$ cat config.mk
export PLATFORM = sky130hd
export DESIGN_NAME = load_unit
export DESIGN_NICKNAME = d
export VERILOG_FILES = /design/src/rtl/load_unit.sv
export SDC_FILE = /design/constraint.sdc
export NUM_CORES = 1
export LEC_CHECK = 0
export BUFFER_PORTS_ARGS = -buffer_cell sky130_fd_sc_hd__buf_4
export CAP_MARGIN = 20
export CORE_MARGIN = 1
export CORE_UTILIZATION = 51
export CTS_BUF_LIST = sky130_fd_sc_hd__clkbuf_4 sky130_fd_sc_hd__clkbuf_8 sky130_fd_sc_hd__clkbuf_16
export DETAILED_ROUTE_END_ITERATION = 10
export GPL_TIMING_DRIVEN = 0
export PLACE_DENSITY = 0.94
export SLEW_MARGIN = 20
export SYNTH_ARGS = -nofsm -noshare
export SYNTH_HDL_FRONTEND = slang
export SYNTH_SLANG_ARGS = --single-unit
$ cat constraint.sdc
create_clock -name clk -period 3.6 [get_ports clk]
set_clock_uncertainty 0.15 [all_clocks]
set_input_delay 0 -clock clk [delete_from_list [all_inputs] [get_ports clk]]
set_output_delay 0 -clock clk [all_outputs]
set_load 0.05 [all_outputs]
$ cat src/rtl/load_unit.sv
// load_unit: single-outstanding load pipeline between a core request port and
// an AXI-lite-style read channel. Fetches the aligned word that holds the
// requested byte/half/word, selects the lane, extends it and returns it on a
// response handshake.
//
// Ports:
//   clk, rst                    clock, asynchronous active-high reset
//   req_valid/req_ready         request handshake
//   req_addr, req_funct3        byte address, load type (LB/LH/LW/LBU/LHU)
//   mem_arvalid/mem_arready     read-address handshake, mem_araddr word-aligned
//   mem_rvalid/mem_rready       read-data handshake, mem_rdata, mem_rerr
//   rsp_valid/rsp_ready         result handshake, rsp_data, rsp_err
//
// Build option:
//   LOAD_MISALIGN_TRAP_EN  when defined, misaligned LH/LHU/LW are answered with
//                          rsp_err=1 and no memory transaction is issued.

module load_unit (
    input  logic        clk,
    input  logic        rst,
    input  logic        req_valid,
    output logic        req_ready,
    input  logic [31:0] req_addr,
    input  logic [2:0]  req_funct3,
    output logic        mem_arvalid,
    input  logic        mem_arready,
    output logic [31:0] mem_araddr,
    input  logic        mem_rvalid,
    output logic        mem_rready,
    input  logic [31:0] mem_rdata,
    input  logic        mem_rerr,
    output logic        rsp_valid,
    input  logic        rsp_ready,
    output logic [31:0] rsp_data,
    output logic        rsp_err
);

    typedef logic [31:0] word_t;

    typedef enum logic [1:0] {StIdle, StAddr, StData, StResp} state_e;

    state_e      state_q, state_d;
    word_t       addr_q, addr_d;
    logic [2:0]  funct3_q, funct3_d;
    word_t       rsp_data_q, rsp_data_d;
    logic        rsp_err_q, rsp_err_d;

    logic        legal;
    logic        misaligned;
    logic        bad_req;

    // Lane select plus sign/zero extension of the returned word.
    function automatic word_t load_extend(input logic [2:0] f3, input logic [1:0] a,
                                          input word_t w);
        logic [7:0]  b;
        logic [15:0] h;
        word_t       r;
        b = w[{a, 3'b000} +: 8];
        h = w[{a[1], 4'b0000} +: 16];
        case (f3)
            3'b000:  r = {{24{b[7]}}, b};
            3'b100:  r = {24'b0, b};
            3'b001:  r = {{16{h[15]}}, h};
            3'b101:  r = {16'b0, h};
            default: r = w;
        endcase
        return r;
    endfunction

    always_comb begin
        legal = (req_funct3 == 3'b000) || (req_funct3 == 3'b001) || (req_funct3 == 3'b010) ||
                (req_funct3 == 3'b100) || (req_funct3 == 3'b101);
`ifdef LOAD_MISALIGN_TRAP_EN
        misaligned = (((req_funct3 == 3'b001) || (req_funct3 == 3'b101)) && req_addr[0]) ||
                     ((req_funct3 == 3'b010) && (req_addr[1:0] != 2'b00));
`else
        misaligned = 1'b0;
`endif
        bad_req = !legal || misaligned;
    end

    // State register
    always_ff @(posedge clk or posedge rst) begin
        if (rst) begin
            state_q <= StIdle;
        end else begin
            state_q <= state_d;
        end
    end

    // Next-state logic
    always_comb begin
        state_d = state_q;
        unique case (state_q)
            StIdle:  if (req_valid) state_d = bad_req ? StResp : StAddr;
            StAddr:  if (mem_arready) state_d = StData;
            StData:  if (mem_rvalid) state_d = StResp;
            StResp:  if (rsp_ready) state_d = StIdle;
            default: state_d = StIdle;
        endcase
    end

    // Datapath registers
    always_ff @(posedge clk or posedge rst) begin
        if (rst) begin
            addr_q     <= '0;
            funct3_q   <= '0;
            rsp_data_q <= '0;
            rsp_err_q  <= 1'b0;
        end else begin
            addr_q     <= addr_d;
            funct3_q   <= funct3_d;
            rsp_data_q <= rsp_data_d;
            rsp_err_q  <= rsp_err_d;
        end
    end

    always_comb begin
        addr_d     = addr_q;
        funct3_d   = funct3_q;
        rsp_data_d = rsp_data_q;
        rsp_err_d  = rsp_err_q;
        case (state_q)
            StIdle: begin
                if (req_valid) begin
                    addr_d     = req_addr;
                    funct3_d   = req_funct3;
                    // Rejected requests skip memory; the response is prepared here.
                    rsp_data_d = '0;
                    rsp_err_d  = bad_req;
                end
            end
            StData: begin
                if (mem_rvalid) begin
                    rsp_err_d  = mem_rerr;
                    rsp_data_d = mem_rerr ? '0 : load_extend(funct3_q, addr_q[1:0], mem_rdata);
                end
            end
            default: ;
        endcase
    end

    // Outputs; req_ready is masked during reset so every output reads 0.
    always_comb begin
        req_ready   = (state_q == StIdle) && !rst;
        mem_arvalid = (state_q == StAddr);
        mem_araddr  = {addr_q[31:2], 2'b00};
        mem_rready  = (state_q == StData);
        rsp_valid   = (state_q == StResp);
        rsp_data    = rsp_data_q;
        rsp_err     = rsp_err_q;
    end

endmodule

==> metrics.md, run 1 <==
| Metric | Value |
|---|---|
| Status | complete, no violations |
| Clock share of power | 0.115 |
| CP arrival | ~3000 ps |
| Max FO, Critical Path | 10 |
| Via density | 5.65 |
| Vias after detailed routing | between 3000 and 4000 |
| Mapped Cells | ~300 |
| Detail Placement HPWL | 7.07 mm |
| Slew headroom | 0.563 |
| Post-synth EDFFs | 0 |
| CTS resizes | 0 |
| DIE HEIGHT | 86.0 um |
| Largest net degree at the start of global routing | 48 |
| Top cells by area, synth | dfrtp_1 (49%), mux2_2 (12%), buf_4 (6.7%), a221o_1 (5.6%), mux4_2 (2.5%) |
| CTS buffer count | 9 |
| Avg WL per Cell | 19.5 um |
| Power consumption | about 5.7 mW |
| Final Setup Violations | 0 |
| CTS root buf | clkbuf_8 |
| Vias in the first global route | roughly 3700 |
| Family with the most delay on the worst path | buffers and inverters |
| Crit path time final | between 2000 and 3000 ps |
| Syn. warnings | 0 |
| Post-synth top area cell | dfrtp_1 |
| Worst Hold Class | in2reg |
| Setup TNS | 0 ps |
| Fin crit share | 0.794 |
| Iter 0 DRT Violations | 427 |
| P_int | 2.85 mW |
| P_sw | approximately 2.8 mW |
| GPL Wtd Cong | approximately 0.96 |
| CTS tree | yes |
| # H-tree levels | 3 |
| DRC | 0 |
| Async set or reset register ratio after synthesis | 1.00 |
| Sequential share of power | 0.251 |
| Commonest cells post-synth | dfrtp_1 (70), mux2_2 (37), buf_4 (32) |
| First-pass GRT wire length | between 15 and 20 mm |
| Area Growth Syn to Fin | 59.3% |
| Count leader, synth | dfrtp_1 |
| # port buffers | 140 |
| Initial Utilization | 0.530 |
| Total track usage | 0.337 |
| DP Area | just under 5000 sq um |
| Crit-path cells | inv_1 > ha_1 > buf_2 > inv_1 > o21ai_1 > o21bai_1 > clkbuf_1 > o2bb2ai_1 > dlygate4sd3_1 |
| CORE AREA | approximately 6800 sq um |
| Slew Viols, Final | 0 |
| Initial DRT Pass Iterations | 8 |
| Leak Pwr | 2.78 nW |
| FF+latch count, synth | 70 |
| Antenna Nets Post-Route | 0 |
| Slowest CP cell | dlygate4sd3_1 |
| Drt total wl | around 12 mm |
| Die ar. | between 7000 and 8000 sq um |
| Slowest cell delay on critical path | 580 ps |
| Startpoint Class | register |
| Setup Buffers After CTS | 0 |
| CTS sink cnt | 70 |
| Final hold violation count | 0 |
| Post-synth cell types | 42 |
| Post-route cell area | approximately 5700 sq um |
| Initial antenna violation count | 0 |
| IO Count | 143 |
| Slew @ Worst Pin | approximately 660 ps |
| Max-capacitance violation count | 0 |
| Fmax | approximately 0.35 GHz |
| Fill cell count | between 300 and 400 |
| Die Wd | 86.0 um |
| GR Overflow Total | 0 |
| Share of post-route cells with drive strength above 1 | 0.449 |
| Critical path class | reg2reg |
| Mapped Area | 3600 sq um |
| Power Density | just under 1000 nW/um^2 |
| Clk_lat worst skew | 350 ps |
| CP bufs+invs | 5 |
| CP endpoint kind | register |
| Logic pwr share | 0.634 |
| RSZ-0062 raised after global routing | no |
| Register area share after synthesis | 0.487 |
| VDD IR max | 0.655 mV |
| Most common flop cell mapped by yosys | dfrtp_1 |
| Worst Path Required | around 3700 ps |
| Clock Tree Buf Depth | 2 |
| Num rows | 30 |
| Cell mode on critical path | inv_1 |
| Clock slew at reported path FFs | approximately 80 ps |
| Final nets | roughly 600 |
| Sw Ratio | 0.497 |
| Syn_area_per_cell | ~12 sq um |
| Top cell type's share of synthesized area | 0.487 |
-- cell type report --
class                   count  area (sq um)  share of cell area
inverters                  14          55.1             0.00960
clock inverters             7          73.8              0.0129
well taps                  96           120              0.0209
repair buffers            214          1810               0.315
clock buffers               9           124              0.0216
multi-input cells         166          1480               0.257
plain buffers              50           324              0.0565
flip-flops and latches     70          1750               0.305
diodes                      1          2.50            0.000436
-- logic make-up after synthesis --
logic type / share of synthesized area
AND/OR/NAND/NOR: 0.0615
flip-flops: 0.487
multiplexers: 0.165
AO/OA/AOI/OAI: 0.164
other: 0.00104
adder cells (fa/ha/maj): 0.0174
buffers and inverters: 0.105
-- state kept, by name, indices dropped and copies added (netlist names) --
signal / count
addr_q: 32
rsp_data: 32
funct3_q: 3
state_q: 2
rsp_err: 1
-- worst register-to-register path, cell delays in order (launching register included) --
cell and delay (ps):
dfrtp_1 410, inv_1 130, ha_1 190, buf_2 190, inv_1 50, o21ai_1 180
o21bai_1 290, clkbuf_1 460, o2bb2ai_1 170, dlygate4sd3_1 580
-- final timing paths --
kind                       slack, ps                      end  depth (start not counted)              startpoint
min in group asynchronous         30  rsp_data[6]$_DFFE_PP0P_                          3                     rst
hold reg to reg                  360      rsp_err$_DFFE_PP0P_                          1     rsp_err$_DFFE_PP0P_
max in group asynchronous       2740    addr_q[8]$_DFFE_PP0P_                          4                     rst
hold / removal                    20   state_q[1]$_DFFE_PP0P_                          4               rsp_ready
setup reg to reg                 740  rsp_data[0]$_DFFE_PP0P_                          9  state_q[0]$_DFFE_PP0P_
setup / recovery                 740  rsp_data[0]$_DFFE_PP0P_                          9  state_q[0]$_DFFE_PP0P_
-- layer usage --
layer,wire (um),vias to the layer above,track usage
li1,-,1535,-
met1,4220,1667,0.367
met2,6470,261,0.604
met3,964,81,0.0799
met4,596,0,0.180
met5,0,-,0
-- power groups by stage --
stage	clock (mW)	combinational (mW)	sequential [mW]
floorplan	0	2.02	1.86
global placement	0	3.32	1.37
detailed placement	0	3.39	1.40
CTS	0.645	3.48	1.39
global route	0.683	3.73	1.45
finish	0.651	3.59	1.42
-- layout by cell type (no fill, tap or decap), types with 3 or more instances in the layout --
| master | synthesis | final |
|---|---|---|
| mux4_2 | 4 | 4 |
| buf_1 | 3 | 3 |
| clkbuf_1 | 12 | 12 |
| inv_1 | 13 | 12 |
| o22ai_1 | 8 | 8 |
| nand2b_1 | 3 | 3 |
| nand2_1 | 3 | 3 |
| nand3_1 | 8 | 8 |
| nor2b_1 | 5 | 5 |
| clkbuf_8 | 0 | 9 |
| nor3_1 | 4 | 4 |
| o21ai_0 | 11 | 11 |
| mux2i_1 | 3 | 3 |
| a211oi_1 | 4 | 4 |
| a21oi_1 | 4 | 4 |
| mux2_2 | 37 | 37 |
| o2bb2ai_1 | 7 | 7 |
| dlygate4sd3_1 | 0 | 73 |
| ha_1 | 5 | 5 |
| buf_4 | 32 | 172 |
| a221o_1 | 20 | 20 |
| dfrtp_1 | 70 | 70 |
| a22o_1 | 9 | 9 |
| nor2_1 | 7 | 7 |
-- metrics by stage --
stage / setup WS [ps] / util / instances / hold WS (ps)
after floorplan: 1100 / - / 300 / -5.00
final: 741 / 0.844 / 627 / 19.3
after global routing: 545 / 0.844 / 626 / 24.2
after detailed placement: 1030 / 0.707 / 537 / -147
after CTS: 798 / 0.844 / 626 / 3.23
after global placement: 892 / 0.703 / 536 / 82.8
-- timing repair --
action | in CTS | in global routing
endpoints found under the hold margin | 139 | 0
hold buffers | 73 | 0
endpoints found under the setup margin | 0 | 0
Power figures use the tool's default switching activity.
==> run 2, diff against run 1 <==
CORE_UTILIZATION = 44   (was 51)
PLACE_DENSITY = 0.87   (was 0.94)
clock period = 2.5 ns   (was 3.6 ns; I/O delays follow)
==> run 2 against run 1 <==
Sequential power up 41%; clock power up 67%; count of clock-buffer cells in the layout up 3; global-route usage down 7.4 points; via count down 2.9%.
==> metrics.md, run 2 (same netlist as run 1, synthesis figures left out) <==
| Metric | Value |
|---|---|
| DIE HEIGHT | 92.5 um (was 86.0 um) |
| CP endpoint kind | register (unchanged) |
| Num rows | 32 (was 30) |
| CP arrival | 2480 ps (was 3000 ps) |
| Total track usage | 0.263 (was 0.337) |
| DP Area | 4800 sq um (unchanged) |
| Max-capacitance violation count | 0 (unchanged) |
| Final hold violation count | 0 (unchanged) |
| Max FO, Critical Path | 10 (unchanged) |
| Detail Placement HPWL | 7.35 mm (was 7.07 mm) |
| Die Wd | 92.5 um (was 86.0 um) |
| CORE AREA | 7810 sq um (was 6790 sq um) |
| Share of post-route cells with drive strength above 1 | 0.468 (was 0.449) |
| GR Layer Usage met1 | 0.314 (was 0.367) |
| IO Count | 143 (unchanged) |
| Fmax | 0.425 GHz (was 0.350 GHz) |
| Slew headroom | 0.599 (was 0.563) |
| Power consumption | 8.24 mW (was 5.65 mW) |
| CP bufs+invs | 4 (was 5) |
| Diode count | 0 (was 1) |
| Global Route met2 Usage | 0.453 (was 0.604) |
| Worst Path Required | 2620 ps (was 3740 ps) |
| VDD IR max | 0.965 mV (was 0.655 mV) |
| Power Density | 1420 nW/um^2 (was 986 nW/um^2) |
| Via density | 5.43 (was 5.65) |
| Largest net degree at the start of global routing | 41 (was 48) |
| Antenna Nets Post-Route | 0 (unchanged) |
| DRC | 0 (unchanged) |
| CTS tree | yes (unchanged) |
| Family with the most delay on the worst path | simple AND/OR/NAND/NOR gates (was buffers and inverters) |
| Crit-path cells | inv_2 > ha_1 > buf_2 > nand4b_2 > nor4b_4 > buf_4 > buf_6 > a221o_1 (was inv_1 > ha_1 > buf_2 > inv_1 > o21ai_1 > o21bai_1 > clkbuf_1 > o2bb2ai_1 > dlygate4sd3_1) |
| Final cell count without fillers | 634 (was 627) |
| Slowest cell delay on critical path | 420 ps (was 580 ps) |
| Critical path class | reg2reg (unchanged) |
| Iter 0 DRT Violations | 254 (was 427) |
| # H-tree levels | 3 (unchanged) |
| Drt total wl | 11.1 mm (was 12.3 mm) |
| Busiest layer in global routing | met2 (unchanged) |
| Clock Tree Buf Depth | 2 (unchanged) |
| Initial DRT Pass Iterations | 5 (was 8) |
| # port buffers | 140 (unchanged) |
| Initial antenna violation count | 0 (unchanged) |
| Vias after detailed routing | 3442 (was 3544) |
| CTS root buf | clkbuf_8 (unchanged) |
| Slowest CP cell | dfrtp_1 (was dlygate4sd3_1) |
| Avg WL per Cell | 17.5 um (was 19.5 um) |
| Crit path time final | 2360 ps (was 2860 ps) |
| Most frequent cells in the layout | buf_4 (176), dlygate4sd3_1 (71), dfrtp_1 (70) (was buf_4 (172), dlygate4sd3_1 (73), dfrtp_1 (70)) |
| Post-route cell area | 5810 sq um (was 5740 sq um) |
| Final Setup Violations | 0 (unchanged) |
| WHS | 76.4 ps (was 19.3 ps) |
| Worst Hold Class | in2async (was in2reg) |
| Fin crit share | 0.942 (was 0.794) |
| GPL Wtd Cong | 0.896 (was 0.958) |
| Area Growth Syn to Fin | 61.3% (was 59.3%) |
| Final nets | 606 (was 604) |
| Slew Viols, Final | 0 (unchanged) |
| First-pass GRT wire length | 17.3 mm (was 18.6 mm) |
| Status | complete, no violations (unchanged) |
| Vias in the first global route | 3514 (was 3747) |
| Leak Pwr | 2.82 nW (was 2.78 nW) |
| Most common cell after layout, fill and taps aside | buf_4 (unchanged) |
| Die ar. | 8550 sq um (was 7400 sq um) |
| Slew @ Worst Pin | 601 ps (was 656 ps) |
| Startpoint Class | register (unchanged) |
| Met3 Resource Use GR | 0.0509 (was 0.0799) |
| CTS sink cnt | 70 (unchanged) |
| CTS buffer count | 9 (unchanged) |
| GR Overflow Total | 0 (unchanged) |
| Initial Utilization | 0.461 (was 0.530) |
| Dpl cells | 543 (was 537) |
| Clock slew at reported path FFs | 80 ps (about the same) |
| Clk_lat worst skew | 340 ps (was 350 ps) |
-- run 2: cell count changes in the layout (fill, tap and decap cells not counted), sizes merged --
cell / before / now
diode: 1 / 0
clkbuf: 21 / 24
dlygate4sd3: 73 / 71
buf: 179 / 183
clkinv: 5 / 1
bufinv: 1 / 2
-- run 2: layout make-up --
| class | instances | area, sq um |
|---|---|---|
| repair buffers | 216 | 1810 |
| clock inverters | 4 | 76.3 |
| clock buffers | 12 | 165 |
| plain buffers | 50 | 329 |
| multi-input cells | 166 | 1490 |
| inverters | 14 | 55.1 |
| fillers | 504 | 2000 |
| well taps | 102 | 128 |
| flip-flops and latches | 70 | 1750 |
-- run 2: repair_timing --
action,CTS,global route
setup endpoints to repair,10,31
resized for setup,1,11
hold buffers,71,0
pin swaps,0,1
buffers inserted,0,4
endpoints found under the hold margin,139,0
-- run 2: worst paths after layout --
path | startpoint | endpoint | slack [ps] | cells past startpoint
max in group asynchronous | rst | rsp_data[15]$_DFFE_PP0P_ | 1560 | 4
min reg2reg | rsp_data[3]$_DFFE_PP0P_ | rsp_data[3]$_DFFE_PP0P_ | 350 | 1
max | state_q[0]$_DFFE_PP0P_ | rsp_data[21]$_DFFE_PP0P_ | 140 | 8
max reg2reg | state_q[0]$_DFFE_PP0P_ | rsp_data[21]$_DFFE_PP0P_ | 140 | 8
min | rst | state_q[1]$_DFFE_PP0P_ | 80 | 3
min in group clk | req_valid | addr_q[31]$_DFFE_PP0P_ | 100 | 3
-- run 2: power breakdown --
part	leakage, nW	switching, mW	internal, mW
sequential	0.889	0.342	1.65
clock	0.119	0.442	0.648
combinational	1.82	3.14	2.01
total	2.82	3.93	4.31
-- run 2: layer usage --
metal	part of all wire	vias to the layer above	wire (um)
li1	-	1535	-
met1	0.38	1655	4200
met2	0.52	216	5710
met3	0.078	36	864
met4	0.026	0	284
met5	0	-	0
-- run 2: worst reg2reg max path, cell delays in order, from the launching register on --
cell and delay [ps]:
dfrtp_1 420, inv_2 100, ha_1 190, buf_2 190, nand4b_2 380, nor4b_4 380
buf_4 190, buf_6 150, a221o_1 140
-- run 2: stage by stage --
| step | utilization | setup WS [ps] | setup TNS (ps) |
|---|---|---|---|
| 4_1_cts | 0.738 | 0.0644 | 0 |
| 3_3_place_gp | 0.613 | -212 | -14610 |
| 2_1_floorplan | - | 2.29 | 0 |
| 5_1_grt | 0.744 | -9.76 | -9.76 |
| 3_5_place_dp | 0.615 | -113 | -992 |
| 6_report | 0.744 | 145 | 0 |
